--- src/rtl/gen_break_mc_if.sv ---
// Signal bundle between the encore core/MMIO fabric and gen_break_mc.
// The master drives the requests, and the slave (the break generator) drives the halt/status outputs.
interface gen_break_mc_if #(
    parameter int unsigned NUM_CH    = 4,
    parameter int unsigned TIMEOUT_W = 16
);
    localparam int unsigned CH_W = (NUM_CH > 1) ? $clog2(NUM_CH) : 1;

    logic                 irq2;
    logic                 irq2_full;
    logic                 wenable;
    logic                 isMMIO;
    logic [NUM_CH-1:0]    sync_valid;
    logic [NUM_CH-1:0]    turn2run;
    logic [TIMEOUT_W-1:0] timeout_limit;
    logic                 break_encore;
    logic                 irq_mmio;
    logic [CH_W-1:0]      active_ch;
    logic [NUM_CH-1:0]    pending;
    logic                 timeout_err;
    logic [2:0]           debug_state;

    modport master (
        output irq2, irq2_full, wenable, isMMIO, sync_valid, turn2run, timeout_limit,
        input  break_encore, irq_mmio, active_ch, pending, timeout_err, debug_state
    );

    modport slave (
        input  irq2, irq2_full, wenable, isMMIO, sync_valid, turn2run, timeout_limit,
        output break_encore, irq_mmio, active_ch, pending, timeout_err, debug_state
    );
endinterface

--- src/rtl/gen_break_mc.sv ---
// Multi-channel break generator: irq2, irq2_full and a round-robin MMIO stall drive break_encore.
// Optional stall watchdog is compiled in with GEN_BREAK_TIMEOUT_EN.
module gen_break_mc #(
    parameter int unsigned NUM_CH      = 4,
    parameter int unsigned SYNC_STAGES = 2,
    parameter int unsigned TIMEOUT_W   = 16
) (
    input logic          clk,
    input logic          resetn,
    gen_break_mc_if.slave bus
);
    localparam int unsigned CH_W = (NUM_CH > 1) ? $clog2(NUM_CH) : 1;

    typedef enum logic [2:0] {
        StInit  = 3'd0,
        StArm   = 3'd1,
        StStall = 3'd2,
        StAbort = 3'd3
    } state_e;

    state_e            state_q;
    logic              irq_mmio_q;
    logic [CH_W-1:0]   active_ch_q;
    logic [CH_W-1:0]   rr_ptr_q;
    logic [NUM_CH-1:0] pending_q;

    logic [SYNC_STAGES-1:0] irq2_sync_q;
    logic [NUM_CH-1:0]      t2r_sync_q [SYNC_STAGES];
    logic                   irq2_s;
    logic [NUM_CH-1:0]      turn2run_s;

    always_ff @(posedge clk) begin
        if (!resetn) begin
            irq2_sync_q <= '0;
            for (int i = 0; i < SYNC_STAGES; i++) t2r_sync_q[i] <= '0;
        end else begin
            irq2_sync_q[0] <= bus.irq2;
            t2r_sync_q[0]  <= bus.turn2run;
            for (int i = 1; i < SYNC_STAGES; i++) begin
                irq2_sync_q[i] <= irq2_sync_q[i-1];
                t2r_sync_q[i]  <= t2r_sync_q[i-1];
            end
        end
    end

    assign irq2_s     = irq2_sync_q[SYNC_STAGES-1];
    assign turn2run_s = t2r_sync_q[SYNC_STAGES-1];

    logic [NUM_CH-1:0] req;
    logic              grant_valid;
    logic [CH_W-1:0]   grant_idx;
    logic              grant_fire;
    logic [NUM_CH-1:0] grant_mask;
    logic [CH_W-1:0]   rr_next;

    assign req = pending_q | bus.sync_valid;

    // First requester at or above rr_ptr, wrapping to channel 0.
    always_comb begin
        int unsigned j;
        j           = 0;
        grant_valid = 1'b0;
        grant_idx   = '0;
        for (int unsigned k = 0; k < NUM_CH; k++) begin
            j = k + 32'(rr_ptr_q);
            if (j >= NUM_CH) j = j - NUM_CH;
            if (!grant_valid && req[j]) begin
                grant_valid = 1'b1;
                grant_idx   = CH_W'(j);
            end
        end
    end

    assign grant_fire = (state_q == StArm) && grant_valid;
    assign grant_mask = grant_fire ? (NUM_CH'(1) << grant_idx) : '0;
    assign rr_next    = (grant_idx == CH_W'(NUM_CH - 1)) ? '0 : grant_idx + 1'b1;

`ifdef GEN_BREAK_TIMEOUT_EN
    logic [TIMEOUT_W-1:0] cnt_q;
    logic                 timeout_err_q;
    logic                 timeout_hit;

    assign timeout_hit = (bus.timeout_limit != '0) && (cnt_q == bus.timeout_limit - 1'b1);
`endif

    always_ff @(posedge clk) begin
        if (!resetn) begin
            state_q     <= StInit;
            irq_mmio_q  <= 1'b0;
            active_ch_q <= '0;
            rr_ptr_q    <= '0;
            pending_q   <= '0;
`ifdef GEN_BREAK_TIMEOUT_EN
            cnt_q         <= '0;
            timeout_err_q <= 1'b0;
`endif
        end else begin
            pending_q <= req & ~grant_mask;
`ifdef GEN_BREAK_TIMEOUT_EN
            timeout_err_q <= 1'b0;
`endif
            case (state_q)
                StInit: begin
                    irq_mmio_q <= 1'b0;
                    state_q    <= StArm;
                end
                StArm: begin
                    if (grant_valid) begin
                        active_ch_q <= grant_idx;
                        rr_ptr_q    <= rr_next;
                        irq_mmio_q  <= 1'b1;
                        state_q     <= StStall;
`ifdef GEN_BREAK_TIMEOUT_EN
                        cnt_q <= '0;
`endif
                    end
                end
                StStall: begin
                    // Resume takes priority over a coincident watchdog expiry.
                    if (turn2run_s[active_ch_q]) begin
                        irq_mmio_q <= 1'b0;
                        state_q    <= StInit;
`ifdef GEN_BREAK_TIMEOUT_EN
                    end else if (timeout_hit) begin
                        timeout_err_q <= 1'b1;
                        state_q       <= StAbort;
                    end else if (cnt_q != '1) begin
                        cnt_q <= cnt_q + 1'b1;
`endif
                    end
                end
`ifdef GEN_BREAK_TIMEOUT_EN
                StAbort: begin
                    irq_mmio_q <= 1'b0;
                    state_q    <= StInit;
                end
`endif
                default: begin
                    irq_mmio_q <= 1'b0;
                    state_q    <= StInit;
                end
            endcase
        end
    end

    assign bus.break_encore = (irq2_s & ~(bus.isMMIO & bus.wenable)) | bus.irq2_full | irq_mmio_q;
    assign bus.irq_mmio     = irq_mmio_q;
    assign bus.active_ch    = active_ch_q;
    assign bus.pending      = pending_q;
    assign bus.debug_state  = state_q;
`ifdef GEN_BREAK_TIMEOUT_EN
    assign bus.timeout_err  = timeout_err_q;
`else
    assign bus.timeout_err  = 1'b0;
`endif
endmodule

--- src/flat_wrapper.sv ---
// flat-port wrapper written by rule: the top's interface ports become plain ports
module gen_break_mc_flat 
#(
    parameter int unsigned NUM_CH      = 4,
    parameter int unsigned SYNC_STAGES = 2,
    parameter int unsigned TIMEOUT_W   = 16
)
  (clk, resetn, bus_irq2, bus_irq2_full, bus_wenable, bus_isMMIO, bus_sync_valid, bus_turn2run, bus_timeout_limit, bus_break_encore, bus_irq_mmio, bus_active_ch, bus_pending, bus_timeout_err, bus_debug_state);
  gen_break_mc_if #(.NUM_CH(NUM_CH), .TIMEOUT_W(TIMEOUT_W)) bus_i ();
  input logic clk;
  input logic resetn;
  input wire logic [$bits(bus_i.irq2)-1:0] bus_irq2;
  input wire logic [$bits(bus_i.irq2_full)-1:0] bus_irq2_full;
  input wire logic [$bits(bus_i.wenable)-1:0] bus_wenable;
  input wire logic [$bits(bus_i.isMMIO)-1:0] bus_isMMIO;
  input wire logic [$bits(bus_i.sync_valid)-1:0] bus_sync_valid;
  input wire logic [$bits(bus_i.turn2run)-1:0] bus_turn2run;
  input wire logic [$bits(bus_i.timeout_limit)-1:0] bus_timeout_limit;
  output wire logic [$bits(bus_i.break_encore)-1:0] bus_break_encore;
  output wire logic [$bits(bus_i.irq_mmio)-1:0] bus_irq_mmio;
  output wire logic [$bits(bus_i.active_ch)-1:0] bus_active_ch;
  output wire logic [$bits(bus_i.pending)-1:0] bus_pending;
  output wire logic [$bits(bus_i.timeout_err)-1:0] bus_timeout_err;
  output wire logic [$bits(bus_i.debug_state)-1:0] bus_debug_state;
  assign bus_i.irq2 = bus_irq2;
  assign bus_i.irq2_full = bus_irq2_full;
  assign bus_i.wenable = bus_wenable;
  assign bus_i.isMMIO = bus_isMMIO;
  assign bus_i.sync_valid = bus_sync_valid;
  assign bus_i.turn2run = bus_turn2run;
  assign bus_i.timeout_limit = bus_timeout_limit;
  assign bus_break_encore = bus_i.break_encore;
  assign bus_irq_mmio = bus_i.irq_mmio;
  assign bus_active_ch = bus_i.active_ch;
  assign bus_pending = bus_i.pending;
  assign bus_timeout_err = bus_i.timeout_err;
  assign bus_debug_state = bus_i.debug_state;
  gen_break_mc #(.NUM_CH(NUM_CH), .SYNC_STAGES(SYNC_STAGES), .TIMEOUT_W(TIMEOUT_W)) u_core (.clk(clk), .resetn(resetn), .bus(bus_i));
endmodule
--- config.mk ---
export PLATFORM = sky130hd
export DESIGN_NAME = gen_break_mc_flat
export DESIGN_NICKNAME = d
export VERILOG_FILES = /design/src/rtl/gen_break_mc_if.sv /design/src/rtl/gen_break_mc.sv /design/src/flat_wrapper.sv
export SDC_FILE = /design/constraint.sdc
export NUM_CORES = 1
export LEC_CHECK = 0
export BUFFER_PORTS_ARGS = -buffer_cell sky130_fd_sc_hd__buf_2
export CAP_MARGIN = 20
export CORE_ASPECT_RATIO = 2
export CORE_UTILIZATION = 25
export DETAILED_ROUTE_END_ITERATION = 6
export PLACE_DENSITY = 0.47
export SLEW_MARGIN = 20
export SYNTH_ARGS = -nofsm -noshare
export SYNTH_HDL_FRONTEND = slang
export SYNTH_SLANG_ARGS = --single-unit
--- constraint.sdc ---
create_clock -name clk -period 1.8 [get_ports clk]
set_input_delay 0.18 -clock clk [delete_from_list [all_inputs] [get_ports clk]]
set_output_delay 0.18 -clock clk [all_outputs]
set_load 0.05 [all_outputs]
==> out/results.txt <==
outcome -> complete, but fails checks
failing checks -> DRC
routability cong. -> 0.782
initial antenna violation count -> 0
kind of end point of the critical path -> flip-flop
Cell Pwr Density -> 1140 nW/um^2
die area -> 3720 um^2
CTS clk-pin slew, worst paths -> 80 ps
Syn Inst Count -> 87
post-synthesis sequential area ratio -> 46.2%
syn avg cell area -> 9.95 um^2
Unique masters post-synth -> 31
Hold WS -> 124 ps
Max Slew Vio Count -> 0
antenna viol nets, final -> 0
#FFs+latches synth -> 20
vias per inst -> 4.79
clk buf depth -> 2
I/O Buffers -> 23
CORE AREA -> 3230 um^2
vias in the first global route -> 666
Die X -> 43.6 um
final core utilization -> 34.2%
global route overflow -> 0
CP required -> 1950 ps
Synth Warn # -> 0
# rows -> 29
Nets -> 147
Post-Syn Area -> 866 um^2
area of the multi-input gates -> 444 um^2
number of inserted diodes -> 0
P_leak -> 0.000489 uW
Worst Skew -> 2.66 ps
worst vdd ir -> 0.000587 V
Max Fclk -> 0.601 GHz
Area growth syn-to-layout -> 27.5%
Final Hold Fails -> 0
Initial Utilization -> 26.8%
CP bufs+invs -> 0
CP max-delay cell -> dfxtp_2
final worst slack -> 137 ps
CTS root buffer -> clkbuf_8
Max-Slew Margin vs Limit -> 56.3%
Worst path max stage delay -> 360 ps
Storage cell area -> 404 um^2
Setup CP Type -> reg -> reg
share of cells above drive strength 1 -> 37.5%
Critical Path AT -> 1810 ps
# DRC -> 1
setup TNS -> 0 ps
Worst Max-Slew Pin Slew -> 655 ps
Place WS -> 98.2 ps
fillers -> 339
crit path cell chain -> o21a_1 -> a21o_1 -> a211oi_2 -> and2_4 -> ha_1 -> mux2i_1 -> nor2b_1
wire length per cell -> 12.0 um
largest net degree at the start of global routing -> 23
Clock Latency Late Sink -> 250 ps
Num CTS Buffers -> 3
# IOs -> 42
Final HPWL DP -> 1270 um
final worst path period share -> 92.4%
Chip Height -> 85.2 um
Total Routing Usage GR -> 10.2%
fin crit period -> 1660 ps
Vias -> 685
final setup fails -> 0
starting DRC count in detailed routing -> 13
unrepaired setup endpoints after global routing -> false
CTS Hold Bufs -> 0
Post-Route WL -> 1710 um
DRT Pass-1 Iters -> 5
CP top delay family -> compound AO/OA/AOI/OAI gates
crit-path max FO -> 6
Max Cap Viol -> 0
worst hold path type -> in -> reg
Worst setup SP type -> flip-flop
CTS H-tree depth -> 1
clock sink total -> 20
CTS tree -> done
setup bufs post-CTS -> 0
first-pass GRT wire length -> 2830 um
flip-flops by register name (all words and copies together) (netlist names):
signal,count
u_core.t2r_sync_q,8
u_core.bus.pending,4
u_core.bus.active_ch,2
u_core.irq2_sync_q,2
u_core.rr_ptr_q,2
u_core.bus.debug_state,1
u_core.bus.irq_mmio,1
worst paths after layout:
check                            endpoint                    start  slack, ps  cells after the start
setup / recovery       u_core.rr_ptr_q[1]    u_core.bus.pending[0]        140                      7
hold reg to reg   u_core.t2r_sync_q[0][5]  u_core.t2r_sync_q[0][1]        430                      1
hold / removal      u_core.irq2_sync_q[0]                 bus_irq2        120                      2
setup reg to reg       u_core.rr_ptr_q[1]    u_core.bus.pending[0]        140                      7
Yosys cell counts:
| cell | count | area (um^2) |
|---|---|---|
| a311oi_2 | 1 | 15.0 |
| o21ai_2 | 1 | 8.76 |
| buf_4 | 4 | 30.0 |
| a211o_1 | 1 | 8.76 |
| nand2_1 | 5 | 18.8 |
| a21o_1 | 1 | 7.51 |
| nor4_2 | 1 | 12.5 |
| nor4_1 | 2 | 12.5 |
| nor3b_1 | 1 | 7.51 |
| o21a_1 | 3 | 22.5 |
| nor2b_1 | 1 | 6.26 |
| conb_1 | 1 | 3.75 |
| a31o_1 | 1 | 8.76 |
| mux4_2 | 1 | 22.5 |
| clkbuf_1 | 1 | 3.75 |
| and2_1 | 11 | 68.8 |
| o21ai_0 | 5 | 25.0 |
| nand3_1 | 1 | 5.00 |
| a211oi_1 | 1 | 7.51 |
| nand2b_1 | 1 | 6.26 |
| a21oi_1 | 6 | 30.0 |
| inv_1 | 2 | 7.51 |
| nor3_1 | 1 | 5.00 |
| buf_6 | 1 | 11.3 |
| dfxtp_1 | 20 | 400 |
| mux2i_1 | 1 | 10.0 |
| ha_1 | 4 | 50.1 |
| a211oi_2 | 1 | 12.5 |
| o22ai_1 | 1 | 6.26 |
| o22ai_2 | 1 | 12.5 |
| nor2_1 | 5 | 18.8 |
per-stage QoR:
stage	power [uW]	area, um^2	instances
after global routing	1340	1100	143
after global placement	812	1010	139
after CTS	1270	1080	143
after floorplan	743	876	88
after detailed placement	817	1010	139
final	1260	1100	143
layout by cell type, fill, tap and decap left out, drive strengths merged:
cell / n
o22ai: 2
nor4: 3
o21ai: 6
a211oi: 2
a21oi: 6
a21o: 1
conb: 2
nand3: 1
mux2i: 1
dfxtp: 20
nand2: 5
mux4: 1
clkbuf: 3
ha: 4
a311oi: 1
a211o: 1
a31o: 1
nor3: 1
and2: 11
nand2b: 1
buf: 26
nor2b: 1
o21a: 3
bufinv: 1
nor3b: 1
nor2: 5
inv: 2
kinds of logic after synthesis:
kind of cell               share of synthesized area, %
DFF                                                46.2
other                                             0.433
buffers and inverters                              6.07
adders and majority gates                          5.78
AOI/OAI and AO/OA                                  19.1
muxes                                              3.76
and+or+nand+nor                                    18.6
where the power goes:
part           internal (uW)  switching, uW  leakage, uW
clock                    296            146    0.0000357
combinational            109            194     0.000287
sequential               479           36.2     0.000166
total                    885            376     0.000489
layout make-up:
class | instances | share of cell area (%)
timing repair buffer | 26 | 12.5
sequential | 20 | 36.6
clock inverter | 1 | 2.72
multi-input combinational | 60 | 40.2
inverter | 2 | 0.680
clock buffer | 3 | 3.74
tap | 31 | 3.51
worst register-to-register path, cell delays in order (launching register included):
cell and delay, ps:
dfxtp_2 360, o21a_1 190, a21o_1 160, a211oi_2 260, and2_4 190, ha_1 220
mux2i_1 130, nor2b_1 60
metal layers:
layer	global-route usage [%]	vias to the layer above	part of all wire, %	wire length [um]
li1	-	349	-	-
met1	10.8	314	39	666
met2	17.1	18	54	931
met3	2.13	4	3.7	63
met4	7.10	0	3.0	51
met5	0	-	0	0
timing repair:
action                                 4_1_cts  5_1_grt
setup endpoints to repair                    0        2
endpoints found under the hold margin        0        0
gates resized for setup                      0        4
No activity file was read; power rests on OpenSTA's default activity.
